===== config.mk =====
export PLATFORM = sky130hd
export DESIGN_NAME = cache_arbiter
export DESIGN_NICKNAME = d
export VERILOG_FILES = /design/src/rtl/cache_arbiter.sv
export SDC_FILE = /design/constraint.sdc
export NUM_CORES = 1
export LEC_CHECK = 0
export CAP_MARGIN = 20
export CORE_AREA = 2 2 544 546
export CTS_CLUSTER_SIZE = 14
export DETAILED_ROUTE_END_ITERATION = 16
export DIE_AREA = 0 0 546 548
export SLEW_MARGIN = 15
export SYNTH_ARGS = -nofsm -noshare
export SYNTH_HDL_FRONTEND = slang
export SYNTH_SLANG_ARGS = --single-unit

===== constraint.sdc =====
create_clock -name clk -period 2.5 [get_ports clk]
set_clock_uncertainty 0.1 [all_clocks]
set_input_delay 0.375 -clock clk [delete_from_list [all_inputs] [get_ports clk]]
set_output_delay 0.375 -clock clk [all_outputs]
set_load 0.01 [all_outputs]

===== src/rtl/cache_arbiter.sv =====
// Arbitrates I-cache and D-cache line misses onto one physical-memory port.
// D-side has priority; a starvation counter forces an I grant after STARVE_LIMIT D grants.
module cache_arbiter #(
  parameter int LINE_W       = 256,
  parameter int ADDR_W       = 32,
  parameter int STARVE_LIMIT = 4
) (
  input  logic              clk,
  input  logic              rst,
  input  logic              i_pmem_read,
  input  logic [ADDR_W-1:0] i_pmem_address,
  output logic [LINE_W-1:0] i_pmem_rdata,
  output logic              i_pmem_resp,
  input  logic              d_pmem_read,
  input  logic              d_pmem_write,
  input  logic [ADDR_W-1:0] d_pmem_address,
  input  logic [LINE_W-1:0] d_pmem_wdata,
  output logic [LINE_W-1:0] d_pmem_rdata,
  output logic              d_pmem_resp,
  output logic              pmem_read,
  output logic              pmem_write,
  output logic [ADDR_W-1:0] pmem_address,
  output logic [LINE_W-1:0] pmem_wdata,
  input  logic [LINE_W-1:0] pmem_rdata,
  input  logic              pmem_resp,
  output logic [1:0]        dbg_state
);

  // Handshake: a cache holds its request until its resp pulse and drops it the
  // next cycle; memory holds off until a strobe is seen and answers with a
  // one-cycle pmem_resp, after which the strobe drops on the following cycle.
  typedef enum logic [1:0] {IDLE, SERVE_I, SERVE_D, RECOVER} state_t;

  localparam int CNT_W = $clog2(STARVE_LIMIT + 1);

  state_t           state;
  logic [CNT_W-1:0] starve_cnt;
  logic             d_req;
  logic             d_wins;

  assign d_req  = d_pmem_read | d_pmem_write;
  assign d_wins = d_req && (!i_pmem_read || (starve_cnt < CNT_W'(STARVE_LIMIT)));

  always_ff @(posedge clk) begin
    if (rst) begin
      state        <= IDLE;
      starve_cnt   <= '0;
      pmem_read    <= 1'b0;
      pmem_write   <= 1'b0;
      pmem_address <= '0;
      pmem_wdata   <= '0;
    end else begin
      case (state)
        IDLE: begin
          if (d_wins) begin
            state        <= SERVE_D;
            pmem_read    <= d_pmem_read;
            pmem_write   <= d_pmem_write;
            pmem_address <= d_pmem_address;
            pmem_wdata   <= d_pmem_wdata;
            // D only wins over a waiting I while below the limit, so +1 cannot overshoot.
            starve_cnt   <= i_pmem_read ? starve_cnt + 1'b1 : '0;
          end else if (i_pmem_read) begin
            state        <= SERVE_I;
            pmem_read    <= 1'b1;
            pmem_write   <= 1'b0;
            pmem_address <= i_pmem_address;
            pmem_wdata   <= '0;
            starve_cnt   <= '0;
          end
        end
        SERVE_I, SERVE_D: begin
          if (pmem_resp) begin
            state      <= RECOVER;
            pmem_read  <= 1'b0;
            pmem_write <= 1'b0;
          end
        end
        RECOVER: state <= IDLE;
        default: state <= IDLE;
      endcase
    end
  end

  assign i_pmem_resp  = !rst && (state == SERVE_I) && pmem_resp;
  assign d_pmem_resp  = !rst && (state == SERVE_D) && pmem_resp;
  assign i_pmem_rdata = pmem_rdata;
  assign d_pmem_rdata = pmem_rdata;
  assign dbg_state    = state;

endmodule


Yosys cells after proc, flatten, opt, wreduce, memory -nomap -nowiden
Index checks and enable logic that the tools add are counted.
- register bits: 295
- output and inout port bits: 806
- word-level logic and storage cells: 47
- equality and inequality tests: 5
- order comparisons: 1
- reductions and logical operators: 15
- bitwise operators: 1
- multiplexer cells: 18
- add/sub/neg operators: 1
- operators by type and width (kind ; number):
    $mux W256 ; 2
    $mux W32 ; 2
    $mux W3 ; 3
    $mux W2 ; 3
    $pmux W2 S3 ; 1
    $logic_and A1 B1 Y1 ; 5
    $mux W1 ; 5
    $eq A2 B2 Y1 const B ; 2
    $pmux W1 S2 ; 2
    $reduce_and A2 Y1 ; 2
    $reduce_bool A2 Y1 ; 2
    $add A3 B1 Y3 const B ; 1
    $lt A3 B3 Y1 const B ; 1
    $ne A3 B3 Y1 const B ; 1
    $reduce_and A3 Y1 ; 1
    $eq A2 B1 Y1 const B ; 1
    $logic_not A1 Y1 ; 2
    $logic_not A2 Y1 ; 1
    $ne A2 B2 Y1 const B ; 1
    $reduce_or A2 Y1 ; 1
    $logic_or A1 B1 Y1 ; 1
    $or A1 B1 Y1 ; 1

Logic depth before layout (Yosys ltp)
- depth in word-level cells: 5
- gate-level depth with buffers: 9

Worst setup path after synthesis
OpenSTA, ideal clock, no wires.
- path type: register -> register
- from: register state[0], in the netlist dbg_state[0]
- to: register pmem_wdata[100]
- arrival: 1.588 ns
- data required time: 2.272 ns
- buffers on the path: 4
- stages on the path, launching flop included: 10
- period minus slack after synthesis: 1.815 ns
- path slack: 0.685 ns
- path through: dfxtp_1 inv_1 ha_1 buf_2 o21a_1 buf_2 buf_2 buf_2 a32oi_1 nor2_1
- word-level cells in the longest chain between the ends: 2
- RTL lines (what ; RTL line ; source):
    from (decl) ; 36 ; state_t state;
    from (signal assigned) ; 46 ; state <= IDLE;
    from (signal assigned) ; 56 ; state <= SERVE_D;
    from (signal assigned) ; 64 ; state <= SERVE_I;
    $logic_not A2 Y1 ; 53 ; case (state)
    $reduce_and A2 Y1 (no line) ; - ;
    to (signal assigned) ; 60 ; pmem_wdata <= d_pmem_wdata;
    to (decl) ; 23 ; output logic [LINE_W-1:0] pmem_wdata,
Every way passes these cells.
A chain may end at the register's enable or synchronous reset.

Final worst setup path
- from: register pmem_wdata[30]
- to: output pmem_wdata[30]
No word-level cell between the ends.

==> reports/results.ini <==
[yosys]
synth.cell_area_um2 = 14500
synth_fa_ha_area_frac = 0.00345
muxShareOfSynthArea = 0.00147
synth-simple-area-share = 0.0932
synth_ff_type = dfxtp_1
synthArstFlopShare = 0
synth_area_per_cell_um2 = 8.93
synth_cell_types = 31
synth-seq-cells = 295
synthCells = 1626
synth-seq-area-share = 0.407
synth_xor_area_frac = 0
synth-compound-area-share = 0.187
yosysWarnings = 0
synth_edf_count = 0
syn_nets = 2212
synth_top_family_by_area = buffers and inverters

[layout]
drive_gt1_frac = 0.0749
fillCellCount = 34161
mostFrequentLayoutCell = clkdlybuf4s50_1
final_cell_mix = clkdlybuf4s50_1 (599), dfxtp_1 (295), nor2_1 (270)
fin_area_um2 = 23100
nets = 2268
area_growth_pct = 59.4

[floorplan]
start_util = 0.0495
io_pins = 1388
die_w_um = 546
die_h_um = 548
rows = 199
die-area_um2 = 299000
core_um2 = 293000

[critical_path]
worstPathCellList = clkdlybuf4s50_1
critPathMaxFanout = 2
cp-startpoint = pmem_wdata[30]
r2r_start = dbg_state[1]
cp-start-kind = flip-flop
crit_type = flip-flop to output port
rr_worst_depth = 7
cp_top_family = buffers and inverters
worst_setup_path_end_kind = output port
cp_data_arrival_time_ps = 1970
reg2reg_to = pmem_wdata[169]
max_stage_delay_ps = 840
critical_path_buf_inv_count = 1
crit_slowest_cell = clkdlybuf4s50_1
required_ps = 2030
rrSetupSlack_ps = 520

[routing]
ant_nets = 0
num_vias = 13810
drtIter0Drc = 1030
vias_per_cell = 2.45
drc = 0
routed_wl_mm = 209
drtPass1Iterations = 8
post_drt_wl_per_cell_um = 37.1

[pwr]
peakVddDrop_mv = 0.544
power.density_nw_per_um2 = 1090
p_leak_uw = 0.00695
fin_total_pwr_uw = 25200

[clocking]
root_buffer = clkbuf_16
htree_levels = 2
path_clk_slew_ps = 70
cts_tree = built
hold_buffers = 0
cts.sinks = 295
numCtsBuffers = 39
clock_path_buffers = 3
clock_latency_ps = 610

[worst_hold_path]
hold_depth = 3
min_from = rst
hold_class = input pin to flip-flop
holdPathEnd = pmem_wdata[14]

[flow_run]
max_cap_violations = 0

[sta]
clock.fmax_ghz = 0.409
max_slew_margin = 0.448
report.final.slew_viol_count = 0
finalHoldViolCount = 0
hold-worst-slack_ps = 148
worst_pin_slew_ps = 828
final-setup-viol-count = 0
fin_crit_sh = 0.978
rsz0062_at_grt = false
layout_min_cycle_time_ps = 2450
setup-tns-final_ps = 0

[global_route]
grt_pass1_wl_mm = 240
grt_max_degree = 152
grt_pass1_vias = 13246
track_usage = 0.134
antenna_found_initial = 87
overflow = 0

[outcome]
status = finished clean

[placed_design]
gp_congestion = 0.890
placed_area_um2 = 21800
hpwlAfterDp_mm = 191
numPortBuffers = 619

through the flow:
stage / setup slack, ps / utilization / std cells
after floorplan: 685 / - / 1626
after global placement: 70.6 / 0.0744 / 5560
after detailed placement: -19.6 / 0.0744 / 5560
after CTS: 21.3 / 0.0789 / 5629
after global routing: 22.8 / 0.0789 / 5636
final: 54.9 / 0.0790 / 5640
cells by family (layout without fill, tap and decap cells):
logic type	after synthesis	count (layout)
other	0	11
flip-flops	295	295
buffers and inverters	651	735
multiplexers	2	2
adder cells (fa/ha/maj)	4	4
AO/OA/AOI/OAI	325	325
AND/OR/NAND/NOR	349	349
worst max-delay path by stage:
stage | to | slack (ps) | depth (start not counted)
detailed placement | pmem_wdata[28] | -20 | 5
CTS | pmem_wdata[121] | 20 | 1
floorplan | pmem_wdata[100] | 680 | 9
finish | pmem_wdata[30] | 50 | 1
global route | pmem_wdata[30] | 20 | 1
global placement | starve_cnt[0] | 70 | 5
flip-flops by register name, indices dropped and copies added (netlist names):
signal and count:
pmem_read 1, pmem_wdata 256, pmem_write 1, dbg_state 2, pmem_address 32, starve_cnt 3
cells in the mapped netlist, types with 2 or more instances:
cell type / count / share of area
a21oi_1: 5 / 0.0017
a311oi_1: 14 / 0.0084
a31oi_1: 18 / 0.0078
a32oi_1: 256 / 0.15
and3_1: 3 / 0.0013
buf_2: 71 / 0.024
buf_4: 515 / 0.27
clkbuf_1: 60 / 0.016
dfxtp_1: 295 / 0.41
ha_1: 4 / 0.0034
inv_1: 4 / 0.0010
nand2_1: 69 / 0.018
nand4_1: 2 / 0.00086
nand4b_1: 2 / 0.0012
nor2_1: 270 / 0.070
o21a_1: 3 / 0.0016
o21ai_0: 21 / 0.0072
where the power goes:
part	internal [µW]	switching, µW
Clock	3490	2620
Sequential	6060	880
Combinational	4600	7510
cell type report:
type	count	area (µm²)	share of cell area
clock inverters	24	274	0.0118
inverters	4	15.0	0.000649
clock buffers	45	1060	0.0458
well taps	3919	4900	0.212
flip-flops and latches	295	5910	0.255
multi-input cells	680	4190	0.181
repair buffers	662	6770	0.292
diodes	11	27.5	0.00119
worst min-delay path, stage by stage:
cell and delay [ps]:
buf_8 130, buf_4 230, nor2_1 120
metal layers:
layer	wire length [µm]	GRT usage
met1	43500	0.0793
met3	70500	0.211
met4	7830	0.0444
met5	663	0.0104
met2	86600	0.197
repair_timing:
action	CTS	global route
resized for setup	13	0
buffers inserted	0	0
endpoints found under the setup margin	13	0
Power figures use the tool's default switching activity.
